`src/rtl/ppi_pkg.sv`:
```
// ppi_pkg: shared definitions for the 8255A-compatible PPI.
//   - a_state_e   : Port A Mode 1 handshake FSM states
//   - PC_*_A      : Port C bit indices used by Port A in Mode 1
//   - entry_state : FSM entry state for a given Mode1/DirOut configuration
package ppi_pkg;

    typedef enum logic [2:0] {
        StMode0,
        StInEmpty,
        StInFull,
        StOutEmpty,
        StOutFull
    } a_state_e;

    localparam logic [2:0] PC_INTR_A = 3'd3;
    localparam logic [2:0] PC_STB_A  = 3'd4;
    localparam logic [2:0] PC_IBF_A  = 3'd5;
    localparam logic [2:0] PC_ACK_A  = 3'd6;
    localparam logic [2:0] PC_OBF_A  = 3'd7;

    function automatic a_state_e entry_state(input logic mode1, input logic dir_out);
        if (!mode1) begin
            return StMode0;
        end else if (dir_out) begin
            return StOutEmpty;
        end else begin
            return StInEmpty;
        end
    endfunction

endpackage

```
`src/rtl/sync_edge.sv`:
```
// sync_edge: multi-flop synchronizer for an asynchronous active-low handshake pin, with
// registered single-cycle fall/rise pulses. All flops reset to the idle (high) level.
// Ports:
//   Clk, Reset_n  clock / asynchronous active-low reset
//   Din           asynchronous pin
//   Fall, Rise    one-cycle pulses, valid SYNC_STAGES+1 rising edges after the pin edge
module sync_edge #(
    parameter int unsigned SYNC_STAGES = 2
) (
    input  logic Clk,
    input  logic Reset_n,
    input  logic Din,
    output logic Fall,
    output logic Rise
);

    logic [SYNC_STAGES-1:0] sync_q, sync_d;
    logic                   last_q;
    logic                   fall_q, fall_d;
    logic                   rise_q, rise_d;

    always_comb begin
        sync_d = {sync_q[SYNC_STAGES-2:0], Din};
        // Compare the synchronized level with its one-cycle-old copy.
        fall_d = last_q & ~sync_q[SYNC_STAGES-1];
        rise_d = ~last_q & sync_q[SYNC_STAGES-1];
    end

    always_ff @(posedge Clk or negedge Reset_n) begin
        if (!Reset_n) begin
            sync_q <= '1;
            last_q <= 1'b1;
            fall_q <= 1'b0;
            rise_q <= 1'b0;
        end else begin
            sync_q <= sync_d;
            last_q <= sync_q[SYNC_STAGES-1];
            fall_q <= fall_d;
            rise_q <= rise_d;
        end
    end

    assign Fall = fall_q;
    assign Rise = rise_q;

endmodule

```
`src/rtl/port_a_strobe_ctrl.sv`:
```
// port_a_strobe_ctrl: Port A Mode 1 (strobed I/O) handshake controller of the PPI.
// Ports:
//   Clk, Reset_n            clock / asynchronous active-low reset
//   Mode1, DirOut           configuration from Group A control (DirOut 1 = output)
//   CpuRd, CpuWr            one-cycle CPU access pulses for Port A
//   CpuDataIn, CpuDataOut   CPU write data / read data (input latch)
//   BsrWr, BsrBit, BsrVal   Port C bit set/reset command (drives INTE_A)
//   PortIn, PortOut, PortOe Port A pins: async input, output latch, output enable
//   Stb_n, Ack_n            PC4 strobe / PC6 acknowledge (asynchronous)
//   Ibf, Obf_n, Intr        PC5 / PC7 / PC3 handshake and interrupt outputs
module port_a_strobe_ctrl #(
    parameter int unsigned SYNC_STAGES = 2
) (
    input  logic       Clk,
    input  logic       Reset_n,
    input  logic       Mode1,
    input  logic       DirOut,
    input  logic       CpuRd,
    input  logic       CpuWr,
    input  logic [7:0] CpuDataIn,
    output logic [7:0] CpuDataOut,
    input  logic       BsrWr,
    input  logic [2:0] BsrBit,
    input  logic       BsrVal,
    input  logic [7:0] PortIn,
    output logic [7:0] PortOut,
    output logic       PortOe,
    input  logic       Stb_n,
    input  logic       Ack_n,
    output logic       Ibf,
    output logic       Obf_n,
    output logic       Intr
);

    import ppi_pkg::*;

    logic stb_fall, stb_rise;
    logic ack_fall, ack_rise;

    sync_edge #(
        .SYNC_STAGES(SYNC_STAGES)
    ) u_stb_sync (
        .Clk    (Clk),
        .Reset_n(Reset_n),
        .Din    (Stb_n),
        .Fall   (stb_fall),
        .Rise   (stb_rise)
    );

    sync_edge #(
        .SYNC_STAGES(SYNC_STAGES)
    ) u_ack_sync (
        .Clk    (Clk),
        .Reset_n(Reset_n),
        .Din    (Ack_n),
        .Fall   (ack_fall),
        .Rise   (ack_rise)
    );

    // Plain synchronizer for the data pins.
    logic [7:0] port_sync_q [SYNC_STAGES];
    logic [7:0] port_sync;

    always_ff @(posedge Clk or negedge Reset_n) begin
        if (!Reset_n) begin
            for (int unsigned i = 0; i < SYNC_STAGES; i++) begin
                port_sync_q[i] <= 8'h00;
            end
        end else begin
            port_sync_q[0] <= PortIn;
            for (int unsigned i = 1; i < SYNC_STAGES; i++) begin
                port_sync_q[i] <= port_sync_q[i-1];
            end
        end
    end

    assign port_sync = port_sync_q[SYNC_STAGES-1];

    a_state_e   state_q, state_d;
    logic       mode1_q, dir_q;
    logic       inte_q, inte_d;
    logic       ibf_q, ibf_d;
    logic       obf_n_q, obf_n_d;
    logic       intr_q, intr_d;
    logic [7:0] in_latch_q, in_latch_d;
    logic [7:0] out_latch_q, out_latch_d;
    logic       cfg_change;

    always_comb begin
        state_d     = state_q;
        inte_d      = inte_q;
        ibf_d       = ibf_q;
        obf_n_d     = obf_n_q;
        intr_d      = intr_q;
        in_latch_d  = in_latch_q;
        out_latch_d = out_latch_q;
        // mode1_q/dir_q hold the configuration the FSM was last operating in.
        cfg_change  = (Mode1 != mode1_q) || (DirOut != dir_q);

        if (cfg_change) begin
            // Re-enter the new configuration; data latches are deliberately kept.
            state_d = entry_state(Mode1, DirOut);
            inte_d  = 1'b0;
            ibf_d   = 1'b0;
            obf_n_d = 1'b1;
            intr_d  = 1'b0;
        end else begin
            if (BsrWr && (BsrBit == (DirOut ? PC_ACK_A : PC_STB_A))) begin
                inte_d = BsrVal;
            end

            case (state_q)
                StMode0: begin
                    in_latch_d = port_sync;
                    if (CpuWr) begin
                        out_latch_d = CpuDataIn;
                    end
                end

                StInEmpty, StInFull: begin
                    if (stb_rise && (state_q == StInFull) && inte_q) begin
                        intr_d = 1'b1;
                    end
                    if (stb_fall) begin
                        // Also covers overrun and a read coinciding with the strobe:
                        // the buffer stays full with the new data.
                        in_latch_d = port_sync;
                        ibf_d      = 1'b1;
                        state_d    = StInFull;
                        if (CpuRd) begin
                            intr_d = 1'b0;
                        end
                    end else if (CpuRd) begin
                        ibf_d   = 1'b0;
                        intr_d  = 1'b0;
                        state_d = StInEmpty;
                    end
                end

                StOutEmpty, StOutFull: begin
                    if (ack_rise && obf_n_q && inte_q) begin
                        intr_d = 1'b1;
                    end
                    if (CpuWr) begin
                        // A write wins over a coincident acknowledge.
                        out_latch_d = CpuDataIn;
                        obf_n_d     = 1'b0;
                        intr_d      = 1'b0;
                        state_d     = StOutFull;
                    end else if (ack_fall) begin
                        obf_n_d = 1'b1;
                        state_d = StOutEmpty;
                    end
                end

                default: begin
                    state_d = StMode0;
                end
            endcase
        end
    end

    always_ff @(posedge Clk or negedge Reset_n) begin
        if (!Reset_n) begin
            state_q     <= StMode0;
            mode1_q     <= 1'b0;
            dir_q       <= 1'b0;
            inte_q      <= 1'b0;
            ibf_q       <= 1'b0;
            obf_n_q     <= 1'b1;
            intr_q      <= 1'b0;
            in_latch_q  <= 8'h00;
            out_latch_q <= 8'h00;
        end else begin
            state_q     <= state_d;
            mode1_q     <= Mode1;
            dir_q       <= DirOut;
            inte_q      <= inte_d;
            ibf_q       <= ibf_d;
            obf_n_q     <= obf_n_d;
            intr_q      <= intr_d;
            in_latch_q  <= in_latch_d;
            out_latch_q <= out_latch_d;
        end
    end

    always_comb begin
        PortOe = 1'b0;
        unique case (state_q)
            StOutEmpty, StOutFull: PortOe = 1'b1;
            StMode0:               PortOe = dir_q;
            default:               PortOe = 1'b0;
        endcase
    end

    assign CpuDataOut = in_latch_q;
    assign PortOut    = out_latch_q;
    assign Ibf        = ibf_q;
    assign Obf_n      = obf_n_q;
    assign Intr       = intr_q;

endmodule

```
`config.mk`:
```
export PLATFORM = sky130hd
export DESIGN_NAME = port_a_strobe_ctrl
export DESIGN_NICKNAME = d
export VERILOG_FILES = /design/src/rtl/ppi_pkg.sv /design/src/rtl/sync_edge.sv /design/src/rtl/port_a_strobe_ctrl.sv
export SDC_FILE = /design/constraint.sdc
export NUM_CORES = 1
export LEC_CHECK = 0
export CORE_MARGIN = 2
export CORE_UTILIZATION = 48
export DETAILED_ROUTE_END_ITERATION = 6
export PLACE_DENSITY = 0.79
export SLEW_MARGIN = 5
export SYNTH_ARGS = -nofsm -noshare
export SYNTH_HDL_FRONTEND = slang
export SYNTH_SLANG_ARGS = --single-unit
```
`constraint.sdc`:
```
create_clock -name Clk -period 1.8 [get_ports Clk]
set_input_delay 0.27 -clock Clk [delete_from_list [all_inputs] [get_ports Clk]]
set_output_delay 0.27 -clock Clk [all_outputs]
set_load 0.01 [all_outputs]
```
# Yosys cells after proc, flatten, opt, wreduce, memory -nomap -nowiden
# Cells that the tools add are included.
# totals
wordCells	92
output_inout_bits	20
regBits	51
inputBits	29
# op_classes
bitwise	9
n_eq_ne	13
n_reduce_logical	23
muxes	28
# ops
cell	count
8-bit one-hot mux with 2 select lines	1
1-bit two-way mux	15
3-bit two-way mux	5
3-bit AND reduction	4
3-bit one-hot mux with 3 select lines	1
3-bit nonzero test	3
8-bit two-way mux	1
4-bit by 3-bit inequality test with 1-bit output (second input constant)	2
4-bit inequality test (second input constant)	2
2-bit nonzero test	4
3-bit by 2-bit == test with 1-bit output (second input constant)	2
2-bit two-way mux	3
1-bit logical AND	5
1-bit inverter	5
1-bit AND	4
1-bit one-hot mux with 2 select lines	2
2-bit AND reduction	2
2-bit OR reduction	2
3-bit by 1-bit == test with 1-bit output (second input constant)	1
3-bit == test	1
3-bit == test (second input constant)	1
3-bit logical NOT	1
3-bit OR reduction	1
1-bit inequality test	2
3 further kinds	3

# Depth between registers and ports, before layout
# logic_depth
depth_word	7
depth_mapped	5
mapped_depth_nobuf	4

# Cells and area by module
# A second synthesis with hierarchy kept.
# hier_totals
cells_unflattened	127
area_unflattened_um2	1876.8
# modules_own_cells
module	area_each_um2	n_inst	cells_each	seq_area_each_um2
port_a_strobe_ctrl	1589.0	1	113	1027.2
sync_edge	143.9	2	7	128.9

# Worst setup path after synthesis
# OpenSTA, ideal clock, no wires.
# synth_timing
path_kind	register to register
startpoint	reg state_q[1]
endpoint	reg in_latch_q[0], in the netlist CpuDataOut[0]
setup_time_ns	0.125
stages_incl_launch_ff	6
path_slack_ns	0.301
n_path_buf	1
period_less_slack_ns	1.499
arrival_time_ns	1.374
t_required_ns	1.675
path_cell_list	dfrtp_1 -> buf_4 -> inv_1 -> maj3_1 -> nand3b_2 -> mux2_2
# synth_via
elab_chain_cells	4
elab_cells_between_ends	8
cone_classes	eq/ne (3); mux (1); reduce/logical (4)
# synth_rtl
element	line	source
start, declared	port_a_strobe_ctrl.sv:79	a_state_e state_q, state_d;
start signal, assigned	port_a_strobe_ctrl.sv:165	state_q <= StMode0;
start signal, assigned	port_a_strobe_ctrl.sv:175	state_q <= state_d;
3-bit by 2-bit == test with 1-bit output or 3-bit by 1-bit == test with 1-bit output (tied branches)	port_a_strobe_ctrl.sv:112	case (state_q)
2-bit OR reduction	port_a_strobe_ctrl.sv:112	
2-bit by 1-bit inequality test with 1-bit output (no source line) or 2-bit nonzero test (tied branches)	--	
3-bit AND reduction (no source line)	--	
end signal, assigned	port_a_strobe_ctrl.sv:182	in_latch_q <= in_latch_d;
end, declared	port_a_strobe_ctrl.sv:85	logic [7:0] in_latch_q, in_latch_d;
# Several ways; a longest one is shown, not always the timed one.
# A chain may end at the register's enable or synchronous reset.

# Worst setup path in the final report
# layout_timing
startpoint	reg obf_n_q, in the netlist Obf_n
endpoint	out Obf_n
# layout_rtl
element	line	source
start, declared	port_a_strobe_ctrl.sv:83	logic obf_n_q, obf_n_d;
start signal, assigned	port_a_strobe_ctrl.sv:180	obf_n_q <= obf_n_d;
end, declared	port_a_strobe_ctrl.sv:31	output logic Obf_n,
# No word-level cell between the ends.

==> run_summary.xml <==
<?xml version="1.0" encoding="UTF-8"?>
<metrics>
  <group name="timing">
    <metric name="slew_limit_headroom" unit="">0.5872</metric>
    <metric name="maxSlewViolCount" unit="">0</metric>
    <metric name="report.final.setup_viol" unit="">0</metric>
    <metric name="tightest_slew" unit="ps">619.3</metric>
    <metric name="fin_worst_skew" unit="ps">15.43</metric>
    <metric name="fin_worst_hold_slack" unit="ps">348.9</metric>
    <metric name="layout_setup_ws" unit="ps">121.5</metric>
    <metric name="finalCriticalPeriod" unit="ps">1679</metric>
    <metric name="grt_setup_unrepaired" unit="">no</metric>
    <metric name="timing.fmax" unit="GHz">0.5958</metric>
    <metric name="timing_hold_violations_final" unit="">0</metric>
    <metric name="timing.final.crit_share" unit="">0.9325</metric>
  </group>
  <group name="place">
    <metric name="placedInstanceArea" unit="um^2">2497</metric>
    <metric name="post-dp-hpwl" unit="mm">2.735</metric>
    <metric name="preCtsSetupSlack" unit="ps">-109.9</metric>
    <metric name="gp_congestion" unit="">0.8739</metric>
    <metric name="port_buffers" unit="">48</metric>
  </group>
  <group name="routing">
    <metric name="dr_total_vias" unit="">1276</metric>
    <metric name="drt_first_pass_iters" unit="">7</metric>
    <metric name="viasPerCell" unit="">5.208</metric>
    <metric name="detailedRoute.firstIterationViolations" unit="">126</metric>
    <metric name="wirelength" unit="mm">3.633</metric>
    <metric name="drc" unit="">0</metric>
    <metric name="detail-route-antenna-nets" unit="">0</metric>
    <metric name="routedWlPerCell" unit="um">14.83</metric>
  </group>
  <group name="logic_synthesis">
    <metric name="syn_area_per_cell" unit="um^2">14.62</metric>
    <metric name="synth.top_cell.area_share" unit="">0.5707</metric>
    <metric name="synth_nets" unit="">161</metric>
    <metric name="number_of_synthesized_register_bits" unit="">51</metric>
    <metric name="yosys_warns" unit="">0</metric>
    <metric name="yosysUniqueCellTypes" unit="">39</metric>
    <metric name="mappedNetlistArea" unit="um^2">1929</metric>
    <metric name="synth.yosys.seq_area_share" unit="">0.6660</metric>
    <metric name="async_flop_share" unit="">1.000</metric>
    <metric name="synthFlopType" unit="">dfrtp_1</metric>
    <metric name="synth-edff-count" unit="">0</metric>
    <metric name="post_synth_inst_count" unit="">132</metric>
    <metric name="synth_area_leaders" unit="">dfrtp_1 (57%), dfstp_2 (9.5%), mux2_2 (9.3%), a21oi_1 (1.6%), xor2_1 (1.4%)</metric>
    <metric name="netlist.top_cell.by_area" unit="">dfrtp_1</metric>
  </group>
  <group name="cts">
    <metric name="cts_buffer_depth" unit="">2</metric>
    <metric name="cts_tree" unit="">built</metric>
    <metric name="htree_levels" unit="">2</metric>
    <metric name="cts_buffers" unit="">5</metric>
    <metric name="clock_sinks" unit="">51</metric>
    <metric name="clk-insertion-delay-late" unit="ps">300</metric>
    <metric name="clock_transition_at_the_register_clock_pins_on_the_worst_setup_and_hold_paths_after_cts" unit="ps">90</metric>
    <metric name="cts_root_buf" unit="">clkbuf_8</metric>
  </group>
  <group name="critical_path">
    <metric name="crit_arrival" unit="ps">1410</metric>
    <metric name="category_of_the_worst_setup_path_launch_point" unit="">flop</metric>
    <metric name="worst_path_max_delay_cell" unit="">dfstp_2</metric>
    <metric name="critical_path.max_fanout" unit="">4</metric>
    <metric name="criticalPathCategory" unit="">flop to primary output</metric>
    <metric name="cell_class_contributing_the_biggest_share_of_worst_path_delay" unit="">flip-flops</metric>
    <metric name="r2r_setup_slack" unit="ps">120</metric>
    <metric name="critical_path.max_stage_delay" unit="ps">570</metric>
    <metric name="setup.worst_path.end_class" unit="">primary output</metric>
    <metric name="critical_path_buf_inv_count" unit="">1</metric>
    <metric name="critical_path_required" unit="ps">1530</metric>
    <metric name="cell_breakdown_of_the_critical_path" unit="">clkdlybuf4s50_1</metric>
  </group>
  <group name="finish">
    <metric name="diodes_inserted" unit="">0</metric>
    <metric name="layout_common_cells" unit="">clkdlybuf4s50_1 (46), dfrtp_1 (43), mux2_2 (16), buf_4 (10), dfstp_2 (7)</metric>
    <metric name="num-nets-final" unit="">223</metric>
    <metric name="finalInstanceArea" unit="um^2">2618</metric>
    <metric name="final_common_cell" unit="">clkdlybuf4s50_1</metric>
    <metric name="fillers" unit="">285</metric>
    <metric name="drive_above_1_share" unit="">0.2667</metric>
    <metric name="syn2layout_area_growth" unit="%">35.67</metric>
  </group>
  <group name="global_routing">
    <metric name="grt_antenna_before_repair" unit="">0</metric>
    <metric name="grt_start_max_net_pins" unit="">30</metric>
    <metric name="first_pass_grt_wire_length" unit="mm">5.954</metric>
    <metric name="overflow" unit="">0</metric>
    <metric name="first_global_vias" unit="">1280</metric>
    <metric name="grt_util_all_layers" unit="">0.1835</metric>
  </group>
  <group name="die">
    <metric name="rows" unit="">23</metric>
    <metric name="floorplan.die.width" unit="um">67.40</metric>
    <metric name="fp.dieArea" unit="um^2">4543</metric>
    <metric name="ioPinCount" unit="">49</metric>
    <metric name="start_util" unit="">0.4894</metric>
    <metric name="chipHeight" unit="um">67.40</metric>
    <metric name="core_region_area" unit="um^2">3943</metric>
  </group>
  <group name="outcome">
    <metric name="status" unit="">finished clean</metric>
  </group>
  <group name="pwr">
    <metric name="leakage_power" unit="nW">1.112</metric>
    <metric name="vdd_ir_drop_max" unit="V">0.0008165</metric>
    <metric name="report.power.total" unit="mW">3.053</metric>
    <metric name="power_density" unit="nW/um^2">1166</metric>
  </group>
  <group name="job">
    <metric name="maxCapViolCount" unit="">0</metric>
  </group>
  <group name="worst_hold_path">
    <metric name="hold_path_class" unit="">flop to flop</metric>
  </group>
</metrics>
==> Yosys cell counts (2+ instances only) <==
cell and number:
nor2b_1 4, nor2_1 6, buf_4 2, nand3_1 2
mux2_2 16, o21ai_0 2, dfrtp_1 44, nor4_1 2
inv_1 4, xor2_1 3, nand2_1 5, buf_6 2
dfstp_2 7, a21oi_1 6, nor3_1 3
==> logic make-up after synthesis <==
group | share of synthesized area
buf+inv | 0.02723
flops | 0.6660
compound gates | 0.07653
fa+ha+maj | 0.005188
xor+xnor | 0.02205
simple gates | 0.1044
mux | 0.09857
==> sequential cells by signal (all words and copies together) (netlist names), 2 cells and up <==
register and cells:
CpuDataOut 8, PortOut 8, port_sync 8, port_sync_q 8, state_q 3, u_ack_sync.sync_q 2, u_stb_sync.sync_q 2
==> layer usage <==
layer  share of wire  global-route usage  wire [um]  up-vias
met5               0                   0          0        -
met4           0.025             0.09439         90        0
met2            0.53              0.2983       1921       51
met1            0.38              0.2185       1381      633
li1                -                   -          -      582
met3           0.066             0.06000        240       10
==> metrics by stage <==
step	TNS, ps	util	std cells
final	0	0.6639	245
after global routing	0	0.6639	245
after CTS	0	0.6630	244
after detailed placement	-1311	0.6335	235
after global placement	-61.71	0.6335	235
after floorplan	0	-	132
==> cell type report <==
cell class / count / area, um^2 / share of cell area
Sequential cell: 51 / 1286 / 0.4914
Multi-Input combinational cell: 73 / 591.8 / 0.2261
Timing Repair Buffer: 59 / 555.5 / 0.2122
Clock buffer: 7 / 76.32 / 0.02916
Tap cell: 50 / 62.56 / 0.02390
Clock inverter: 1 / 30.03 / 0.01147
Inverter: 4 / 15.01 / 0.005736
==> report_power, final <==
part           switching [mW]  internal (mW)
Clock                   0.349          0.416
Combinational           0.325          0.516
Sequential              0.102           1.34
==> what timing repair did <==
action	4_1_cts	5_1_grt
resized for setup	2	3
setup endpoints to repair	1	1
endpoints found under the hold margin	13	0
buffers inserted	0	1
hold buffers	1	0
==> worst paths after layout <==
kind                                  from            to  depth (start not counted)
max                                  Obf_n         Obf_n                          1
min                        port_sync_q[13]  port_sync[5]                          0
max reg2reg                     state_q[0]    state_q[1]                          5
min reg2reg                port_sync_q[13]  port_sync[5]                          0
max in group asynchronous          Reset_n  port_sync[0]                          3
min in group asynchronous          Reset_n        inte_q                          2
(Power assumes the default switching activity.)
